--- src/rtl/if_fetch_ctrl_if.sv ---
`default_nettype none
// ============================================================================
//  Module      : if_fetch_ctrl_if
//  Description : SRAM-like I-cache fetch bus (req / addr_ok / data_ok).
//                master = fetch sequencer, slave = instruction cache.
//  Revision    : 1.0  initial release
// ============================================================================
interface if_fetch_ctrl_if #(
    parameter int ADDR_W = 32
) ();
    logic              inst_req;
    logic [ADDR_W-1:0] inst_addr;
    logic              inst_addr_ok;
    logic              inst_data_ok;
    logic [63:0]       inst_rdata;

    modport master (
        output inst_req,
        output inst_addr,
        input  inst_addr_ok,
        input  inst_data_ok,
        input  inst_rdata
    );

    modport slave (
        input  inst_req,
        input  inst_addr,
        output inst_addr_ok,
        output inst_data_ok,
        output inst_rdata
    );
endinterface
`default_nettype wire

--- src/rtl/if_fetch_ctrl.sv ---
`default_nettype none
// ============================================================================
//  Module      : if_fetch_ctrl
//  Description : Fetch-request sequencer between the PC register and the
//                I-cache. Issues one request per fetch PC, tracks the single
//                outstanding transaction, drops responses orphaned by
//                redirects and produces the slot-1/slot-2 valid strobes.
//  Options     : FETCH_PERF_CNT_EN - enables saturating perf_* counters;
//                when undefined the perf_* ports are tied to zero.
//  Revision    : 1.0  initial release
// ============================================================================
module if_fetch_ctrl #(
    parameter int ADDR_W = 32,
    parameter int CNT_W  = 32
) (
    input  wire                clk,
    input  wire                rst,
    input  wire  [ADDR_W-1:0]  fetch_pc,
    input  wire                redirect,
    input  wire                fifo_full,
    if_fetch_ctrl_if.master    icache,
    output logic               F_inst_data_ok1,
    output logic               F_inst_data_ok2,
    output logic [31:0]        F_inst1,
    output logic [31:0]        F_inst2,
    output logic [ADDR_W-1:0]  F_pc1,
    output logic               F_adel,
    output logic [CNT_W-1:0]   perf_req_cnt,
    output logic [CNT_W-1:0]   perf_cancel_cnt,
    output logic [CNT_W-1:0]   perf_stall_cnt
);

    // IDLE: free to issue; REQ: request pending, not yet accepted;
    // WAIT: accepted, response owed to the pipeline;
    // CANCEL: accepted, response must be swallowed.
    localparam logic [1:0] c_st_idle   = 2'd0;
    localparam logic [1:0] c_st_req    = 2'd1;
    localparam logic [1:0] c_st_wait   = 2'd2;
    localparam logic [1:0] c_st_cancel = 2'd3;

    logic [1:0]        r_state;
    logic [1:0]        w_next;
    logic [ADDR_W-1:0] r_addr_q;
    logic              w_aligned;
    logic              w_req;
    logic [ADDR_W-1:0] w_addr;
    logic              w_ok1;
    logic              w_ok2;
    logic              w_adel;

    assign w_aligned = (fetch_pc[1:0] == 2'b00);

    // State register and latched request address (captured whenever IDLE issues).
    always_ff @(posedge clk) begin
        if (rst) begin
            r_state  <= c_st_idle;
            r_addr_q <= '0;
        end else begin
            r_state <= w_next;
            if ((r_state == c_st_idle) && w_req) begin
                r_addr_q <= fetch_pc;
            end
        end
    end

    // Next-state and bus/strobe outputs; reset forces everything quiet.
    always_comb begin
        w_next = r_state;
        w_req  = 1'b0;
        w_addr = r_addr_q;
        w_ok1  = 1'b0;
        w_ok2  = 1'b0;
        w_adel = 1'b0;
        case (r_state)
            c_st_idle: begin
                w_addr = fetch_pc;
                w_req  = !fifo_full && !redirect && w_aligned;
                w_adel = !w_aligned && !redirect;
                if (w_req) begin
                    w_next = icache.inst_addr_ok ? c_st_wait : c_st_req;
                end
            end
            c_st_req: begin
                // Address is held at the latched value until accepted.
                w_req = 1'b1;
                if (icache.inst_addr_ok) begin
                    w_next = redirect ? c_st_cancel : c_st_wait;
                end else if (redirect) begin
                    w_next = c_st_idle;
                end
            end
            c_st_wait: begin
                if (icache.inst_data_ok) begin
                    // A redirect in the delivery cycle just drops the pair.
                    if (!redirect) begin
                        w_ok1 = 1'b1;
                        w_ok2 = !r_addr_q[2];
                    end
                    w_next = c_st_idle;
                end else if (redirect) begin
                    w_next = c_st_cancel;
                end
            end
            c_st_cancel: begin
                if (icache.inst_data_ok) begin
                    w_next = c_st_idle;
                end
            end
            default: begin
                w_next = c_st_idle;
            end
        endcase
        if (rst) begin
            w_req  = 1'b0;
            w_ok1  = 1'b0;
            w_ok2  = 1'b0;
            w_adel = 1'b0;
            w_next = c_st_idle;
        end
    end

    assign icache.inst_req  = w_req;
    assign icache.inst_addr = w_addr;
    assign F_inst_data_ok1  = w_ok1;
    assign F_inst_data_ok2  = w_ok2;
    assign F_inst1          = icache.inst_rdata[31:0];
    assign F_inst2          = icache.inst_rdata[63:32];
    assign F_pc1            = r_addr_q;
    assign F_adel           = w_adel;

`ifdef FETCH_PERF_CNT_EN
    localparam logic [CNT_W-1:0] c_cnt_one = {{(CNT_W-1){1'b0}}, 1'b1};
    localparam logic [CNT_W-1:0] c_cnt_max = {CNT_W{1'b1}};

    logic             w_req_evt;
    logic             w_cancel_evt;
    logic             w_stall_evt;
    logic [CNT_W-1:0] r_perf_req;
    logic [CNT_W-1:0] r_perf_cancel;
    logic [CNT_W-1:0] r_perf_stall;

    assign w_req_evt    = w_req && icache.inst_addr_ok;
    assign w_cancel_evt = (r_state == c_st_cancel) && icache.inst_data_ok;
    assign w_stall_evt  = (r_state == c_st_idle) && fifo_full;

    // Saturating event counters.
    always_ff @(posedge clk) begin
        if (rst) begin
            r_perf_req    <= '0;
            r_perf_cancel <= '0;
            r_perf_stall  <= '0;
        end else begin
            if (w_req_evt && (r_perf_req != c_cnt_max)) begin
                r_perf_req <= r_perf_req + c_cnt_one;
            end
            if (w_cancel_evt && (r_perf_cancel != c_cnt_max)) begin
                r_perf_cancel <= r_perf_cancel + c_cnt_one;
            end
            if (w_stall_evt && (r_perf_stall != c_cnt_max)) begin
                r_perf_stall <= r_perf_stall + c_cnt_one;
            end
        end
    end

    assign perf_req_cnt    = r_perf_req;
    assign perf_cancel_cnt = r_perf_cancel;
    assign perf_stall_cnt  = r_perf_stall;
`else
    assign perf_req_cnt    = '0;
    assign perf_cancel_cnt = '0;
    assign perf_stall_cnt  = '0;
`endif

endmodule
`default_nettype wire
--- src/flat_wrapper.sv ---
// flat-port wrapper written by rule: the top's interface ports become plain ports
module if_fetch_ctrl_flat 
#(
    parameter int ADDR_W = 32,
    parameter int CNT_W  = 32
)
  (clk, rst, fetch_pc, redirect, fifo_full, F_inst_data_ok1, F_inst_data_ok2, F_inst1, F_inst2, F_pc1, F_adel, perf_req_cnt, perf_cancel_cnt, perf_stall_cnt, icache_inst_req, icache_inst_addr, icache_inst_addr_ok, icache_inst_data_ok, icache_inst_rdata);
  if_fetch_ctrl_if #(.ADDR_W(ADDR_W)) icache_i ();
  input  wire clk;
  input  wire rst;
  input  wire  [ADDR_W-1:0] fetch_pc;
  input  wire redirect;
  input  wire fifo_full;
  output logic F_inst_data_ok1;
  output logic F_inst_data_ok2;
  output logic [31:0] F_inst1;
  output logic [31:0] F_inst2;
  output logic [ADDR_W-1:0] F_pc1;
  output logic F_adel;
  output logic [CNT_W-1:0] perf_req_cnt;
  output logic [CNT_W-1:0] perf_cancel_cnt;
  output logic [CNT_W-1:0] perf_stall_cnt;
  output wire logic [$bits(icache_i.inst_req)-1:0] icache_inst_req;
  output wire logic [$bits(icache_i.inst_addr)-1:0] icache_inst_addr;
  input wire logic [$bits(icache_i.inst_addr_ok)-1:0] icache_inst_addr_ok;
  input wire logic [$bits(icache_i.inst_data_ok)-1:0] icache_inst_data_ok;
  input wire logic [$bits(icache_i.inst_rdata)-1:0] icache_inst_rdata;
  assign icache_inst_req = icache_i.inst_req;
  assign icache_inst_addr = icache_i.inst_addr;
  assign icache_i.inst_addr_ok = icache_inst_addr_ok;
  assign icache_i.inst_data_ok = icache_inst_data_ok;
  assign icache_i.inst_rdata = icache_inst_rdata;
  if_fetch_ctrl #(.ADDR_W(ADDR_W), .CNT_W(CNT_W)) u_core (.clk(clk), .rst(rst), .fetch_pc(fetch_pc), .redirect(redirect), .fifo_full(fifo_full), .icache(icache_i), .F_inst_data_ok1(F_inst_data_ok1), .F_inst_data_ok2(F_inst_data_ok2), .F_inst1(F_inst1), .F_inst2(F_inst2), .F_pc1(F_pc1), .F_adel(F_adel), .perf_req_cnt(perf_req_cnt), .perf_cancel_cnt(perf_cancel_cnt), .perf_stall_cnt(perf_stall_cnt));
endmodule
--- config.mk ---
export PLATFORM = sky130hd
export DESIGN_NAME = if_fetch_ctrl_flat
export DESIGN_NICKNAME = d
export VERILOG_FILES = /design/src/rtl/if_fetch_ctrl_if.sv /design/src/rtl/if_fetch_ctrl.sv /design/src/flat_wrapper.sv
export SDC_FILE = /design/constraint.sdc
export NUM_CORES = 1
export LEC_CHECK = 0
export ABC_AREA = 1
export CAP_MARGIN = 20
export CORE_AREA = 2 2 128 130
export CTS_BUF_LIST = sky130_fd_sc_hd__clkbuf_2 sky130_fd_sc_hd__clkbuf_4 sky130_fd_sc_hd__clkbuf_8
export DETAILED_ROUTE_END_ITERATION = 8
export DIE_AREA = 0 0 130 132
export DONT_BUFFER_PORTS = 1
export GPL_ROUTABILITY_DRIVEN = 1
export PLACE_DENSITY_LB_ADDON = 0.1
export SETUP_SLACK_MARGIN = 0.2
export SLEW_MARGIN = 0
export SYNTH_ARGS = -nofsm -noshare
export SYNTH_HDL_FRONTEND = slang
export SYNTH_SLANG_ARGS = --single-unit
export TNS_END_PERCENT = 1
--- constraint.sdc ---
create_clock -name clk -period 2.9 [get_ports clk]
set_input_delay 0.435 -clock clk [delete_from_list [all_inputs] [get_ports clk]]
set_output_delay 0.435 -clock clk [all_outputs]
set_load 0.01 [all_outputs]
==> results of run 1 <==
==> cell usage after synthesis <==
cell type	instances
dfxtp_1	34
nand4_1	1
a21boi_0	1
nor2_2	3
o21ai_0	32
conb_1	1
clkbuf_1	6
buf_4	160
inv_1	41
nand4_4	1
nand3_1	4
nand2_1	108
buf_2	7
a21oi_1	1
nor2_1	70
buf_6	3
nor4_1	1
==> how the worst min path moves through the flow <==
| stage | end | from | slack [ps] | depth (start not counted) |
|---|---|---|---|---|
| global route | u_core.r_state[0]$_SDFFE_PP0P_ | rst | 150 | 1 |
| global placement | u_core.F_pc1[1]$_SDFFE_PP0P_ | rst | 510 | 1 |
| detailed placement | u_core.r_state[0]$_SDFFE_PP0P_ | rst | 510 | 1 |
| floorplan | u_core.F_pc1[0]$_SDFFE_PP0P_ | u_core.F_pc1[0]$_SDFFE_PP0P_ | 470 | 2 |
| CTS | u_core.F_pc1[0]$_SDFFE_PP0P_ | rst | 150 | 1 |
| finish | u_core.F_pc1[0]$_SDFFE_PP0P_ | rst | 180 | 1 |
==> where the power goes <==
group / switching (mW) / internal (mW) / leakage [nW]
clock: 0.220 / 0.192 / 0.0472
combinational: 0.148 / 0.0323 / 1.07
sequential: 0.0133 / 0.477 / 0.275
total: 0.381 / 0.701 / 1.39
==> area by class of cell <==
| class | instances | area [sq um] |
|---|---|---|
| fill | 1843 | 13200 |
| multi-input combinational | 318 | 1280 |
| sequential | 34 | 681 |
| tap | 216 | 270 |
| inverter | 41 | 154 |
| clock buffer | 6 | 82.6 |
| timing repair buffer | 4 | 30.0 |
| clock inverter | 2 | 12.5 |
==> metrics by stage <==
step | hold WS, ps | std cells | util [%] | setup WS (ps)
after floorplan | 474 | 569 | - | 1380
after global placement | 510 | 613 | 15.4 | 908
after detailed placement | 512 | 613 | 15.4 | 917
after CTS | 146 | 621 | 16.0 | 536
after global routing | 148 | 621 | 16.0 | 410
final | 178 | 621 | 16.0 | 649
==> state kept, by name (all words and copies together), names as in the netlist <==
signal and flops:
u_core.F_pc1 32, u_core.r_state 2
==> metal layers <==
layer  routed length, microns  vias up  GRT usage (%)
met4                      387        0           5.97
met5                        0        -              0
met3                      866       40           4.18
met1                     2600      893           8.23
met2                     3560      131           14.0
li1                         -     1013              -
==> cell families after synthesis <==
group | after synthesis | synth area share, %
compound gates | 34 | 5.67
flops | 34 | 22.4
simple gates | 188 | 24.3
buf+inv | 217 | 47.5
other cells | 1 | 0.123
==> run summary, run 1 <==
Area leader, netlist - buf_4
Number of cells on the worst reg-to-reg path - 6
Post-Syn Area - 3040 sq um
Bufs and invs on worst path - 1
Maximum clock path buffer count - 2
Dpl cell area - 2420 sq um
Max Cap Violations - 0
# DRC - 0
Final wirelength - 7410 microns
Final setup vio count - 0
ANT nets after route - 0
GR Util All Layers - 8.52%
Synth Area per Inst - 6.42 sq um
Reg-to-Reg End - u_core.F_pc1[7]$_SDFFE_PP0P_
Worst rel slew slack - 60.4%
Initial DRT Pass Iterations - 4
Diode count - 0
Core area - 15,700 sq um
CP max stage cell - nor2_4
Most frequent cells in the layout - nand2_1, conb_1, nor2_1
Area delta synth->final - -17.5%
Vias in the first global route - 1,980
Fin nets - 506
Crit path kind - reg2out
Final period util - 77.6%
Main area contributors after synthesis - buf_4, dfxtp_1, nand2_1, nor2_1, o21ai_0
Critical Path End Type - output pin
Worst Clk Skew - 7.94 ps
Root buffer cell - clkbuf_8
Crit path largest cell delay - 480 ps
Overflow after GRT - 0
Crit path arrival time - 1820 ps
First-pass GRT wire length - 10,900 microns
Setup TNS - 0 ps
Post-synth top area share - 39.5%
Sequential cell area fraction in the yosys report - 22.4%
Worst Hold Class - in2reg
WL/cell - 11.9 microns
CTS buffer count - 5
Resized Gates After CTS - 0
Slew of the pin with the lowest slew margin - 589 ps
Cell depth of the worst setup path - 3
Power, Total - 1.08 mW
Worst-case vdd ir drop - 0.000116 V
Cell area after layout - 2510 sq um
Clock sinks - 34
Commonest non-fill, non-tap cell in the layout - nand2_1
Later-pin clock latency in the skew report - 310 ps
Share of cells above drive strength 1 - 4.20%
Critical path required time - 2470 ps
Worst Path Max Fanout - 25
Yosys warning count - 0
Post-Syn Instances - 474
GPL Wtd Cong - 0.705
Initial Util - 19.4%
Die X - 130 microns
Num ports - 330
PD cells - 431 nW/um^2
Hold_buf cts - 0
Initial antenna violation count - 0
Total setup buffers inserted after CTS - 0
Tmin final - 2250 ps
Die Ht - 132 microns
Via-to-Cell Ratio - 3.34
Worst-path clk slew - 80 ps
IO buf count - 0
Leakage - 1.39 nW
Slew Limit Fails - 0
DRT iter0 DRCs - 32
CTS H-tree depth - 2
Full die area - 17,200 sq um
Fmax achieved - 444 MHz
CTS tree - yes
Core Rows - 46
Setup crit start kind - flip-flop
CP delay by family, top - simple AND/OR/NAND/NOR gates
Detailed Place HPWL - 5490 microns
Routed via count - 2,077
CP Cell Sequence - nor2_4 -> inv_1 -> nor4_1
Synthesized flop and latch total - 34
Largest net degree at the start of global routing - 41
Reg2reg start - u_core.r_state[0]$_SDFFE_PP0P_
Unique masters post-synth - 17
RSZ-0062 raised after global routing - false
Final Hold Fails - 0
Critical Path End - F_adel
R2r setup slk - 1170 ps
Run status - completed
CP startpoint - u_core.r_state[1]$_SDFFE_PP0P_
Power figures use the tool's default switching activity.
==> inputs of run 2 (changes only) <==
Clock period 2.9 ns to 2.2 ns, I/O delays scaled along.
==> run 2 against run 1 <==
Largest power group unchanged. Via count grew 0.63%. Clock skew down 2.5 ps. Sequential power increased by 32%. Register-to-register slack got worse by 630 ps. Utilization up 0.50 points. Highest routed layer unchanged. Cell area grew 3.1%.
==> run summary, run 2 (synthesized netlist as in run 1, its figures left out) <==
Power, Total - 1.44 mW
Largest net degree at the start of global routing - 32
Final setup vio count - 0
Fmax achieved - 510 MHz
Number of cells on the worst reg-to-reg path - 6
CP Cell Sequence - nor2_4 -> buf_4 -> o21ai_0
Vias in the first global route - 1,939
Die Ht - 132 microns
Core area - 15,700 sq um
GR Util All Layers - 8.74%
Tmin final - 1960 ps
Via-to-Cell Ratio - 3.33
Non-filler cells, final - 627
Core Rows - 46
Worst Path Max Fanout - 18
R2r setup slk - 540 ps
Routed via count - 2,090
Diode count - 0
Worst-path clk slew - 90 ps
Fin nets - 512
Reg2reg start - u_core.r_state[1]$_SDFFE_PP0P_
CTS H-tree depth - 2
CP max stage cell - dfxtp_1
Hold path endpoint - u_core.F_pc1[1]$_SDFFE_PP0P_
CTS buffer count - 5
Later-pin clock latency in the skew report - 310 ps
WL/cell - 12.2 microns
RSZ-0062 raised after global routing - true
Worst Clk Skew - 5.42 ps
Largest register FFs - 32
GPL Wtd Cong - 0.714
PD cells - 556 nW/um^2
Critical path required time - 1870 ps
Worst Hold Launch - rst
Final Hold Fails - 0
Num ports - 330
Critical Path End Type - output pin
Worst-case vdd ir drop - 0.000148 V
ANT nets after route - 0
Worst hold path cell count - 1
CP startpoint - u_core.r_state[1]$_SDFFE_PP0P_
Worst rel slew slack - 65.1%
IO buf count - 0
Slew of the pin with the lowest slew margin - 523 ps
Worst Hold Class - in2reg
Crit path kind - reg2out
Clock sinks - 34
Maximum clock path buffer count - 2
Reg-to-Reg End - u_core.F_pc1[26]$_SDFFE_PP0P_
Initial Util - 19.4%
Initial DRT Pass Iterations - 4
Run status - completed
Share of cells above drive strength 1 - 5.84%
Max Cap Violations - 0
First-pass GRT wire length - 11,100 microns
Crit path arrival time - 1630 ps
Final wirelength - 7650 microns
Setup crit start kind - flip-flop
# DRC - 0
Commonest non-fill, non-tap cell in the layout - nand2_1
Slew Limit Fails - 0
Detailed Place HPWL - 5520 microns
Setup TNS - 0 ps
Post-placement cell count - 616
Final period util - 89.2%
Overflow after GRT - 0
DRT iter0 DRCs - 39
Leakage - 1.43 nW
Root buffer cell - clkbuf_8
CTS tree - yes
Full die area - 17,200 sq um
Crit path largest cell delay - 580 ps
Initial antenna violation count - 0
Area delta synth->final - -14.9%
Most frequent cells in the layout - nand2_1, conb_1, nor2_1
Die X - 130 microns
## run 2: cell types whose count changed in the layout (fill, tap and decap cells not counted), sizes merged
cell / previous run / this run
nor2: 73 / 74
buf: 4 / 9
## run 2: per-stage QoR
stage	cell area [sq um]	hold slack, ps	utilization, %	worst slack, ps
2_1_floorplan	3400	399	-	788
5_1_grt	2590	42.3	16.5	85.7
4_1_cts	2580	40.6	16.4	131
3_5_place_dp	2450	406	15.6	338
3_3_place_gp	2450	405	15.6	362
6_report	2590	70.2	16.5	239
## run 2: layer usage
metal	global-route usage (%)	up-vias	routed length, microns
li1	-	1028	-
met1	8.65	896	2690
met2	14.6	125	3760
met3	4.10	41	852
met4	5.56	0	344
met5	0	-	0
## run 2: cell type report
type / count / area [sq um]
Multi-Input combinational cell: 319 / 1290
Tap cell: 216 / 270
Clock buffer: 6 / 82.6
Sequential cell: 34 / 681
Clock inverter: 2 / 12.5
Fill cell: 1851 / 13100
Inverter: 41 / 154
Timing Repair Buffer: 9 / 96.3
## run 2: worst max-delay path by stage
stage,endpoint,slack (ps),cells after the start
floorplan,icache_inst_addr[10],790,4
global placement,icache_inst_addr[2],360,4
detailed placement,icache_inst_addr[29],340,4
CTS,icache_inst_addr[14],130,3
global route,icache_inst_addr[5],90,3
finish,icache_inst_addr[7],240,3
## run 2: where the power goes
part	internal, mW	switching [mW]
combinational	0.0532	0.199
sequential	0.629	0.0185
clock	0.252	0.289
## run 2: timing repair
| item | in CTS | in global routing |
|---|---|---|
| pin swaps | 1 | 1 |
| gates cloned | 1 | 0 |
| gates resized for setup | 1 | 3 |
| setup buffers | 2 | 0 |
| hold buffers | 0 | 0 |
| setup endpoints to repair | 24 | 27 |
## run 2: critical path, delay by kind of cell (launching register included)
family | cells | cell delay, ps
AOI/OAI and AO/OA | 1 | 360
and+or+nand+nor | 1 | 150
buffers and inverters | 1 | 220
DFF | 1 | 580
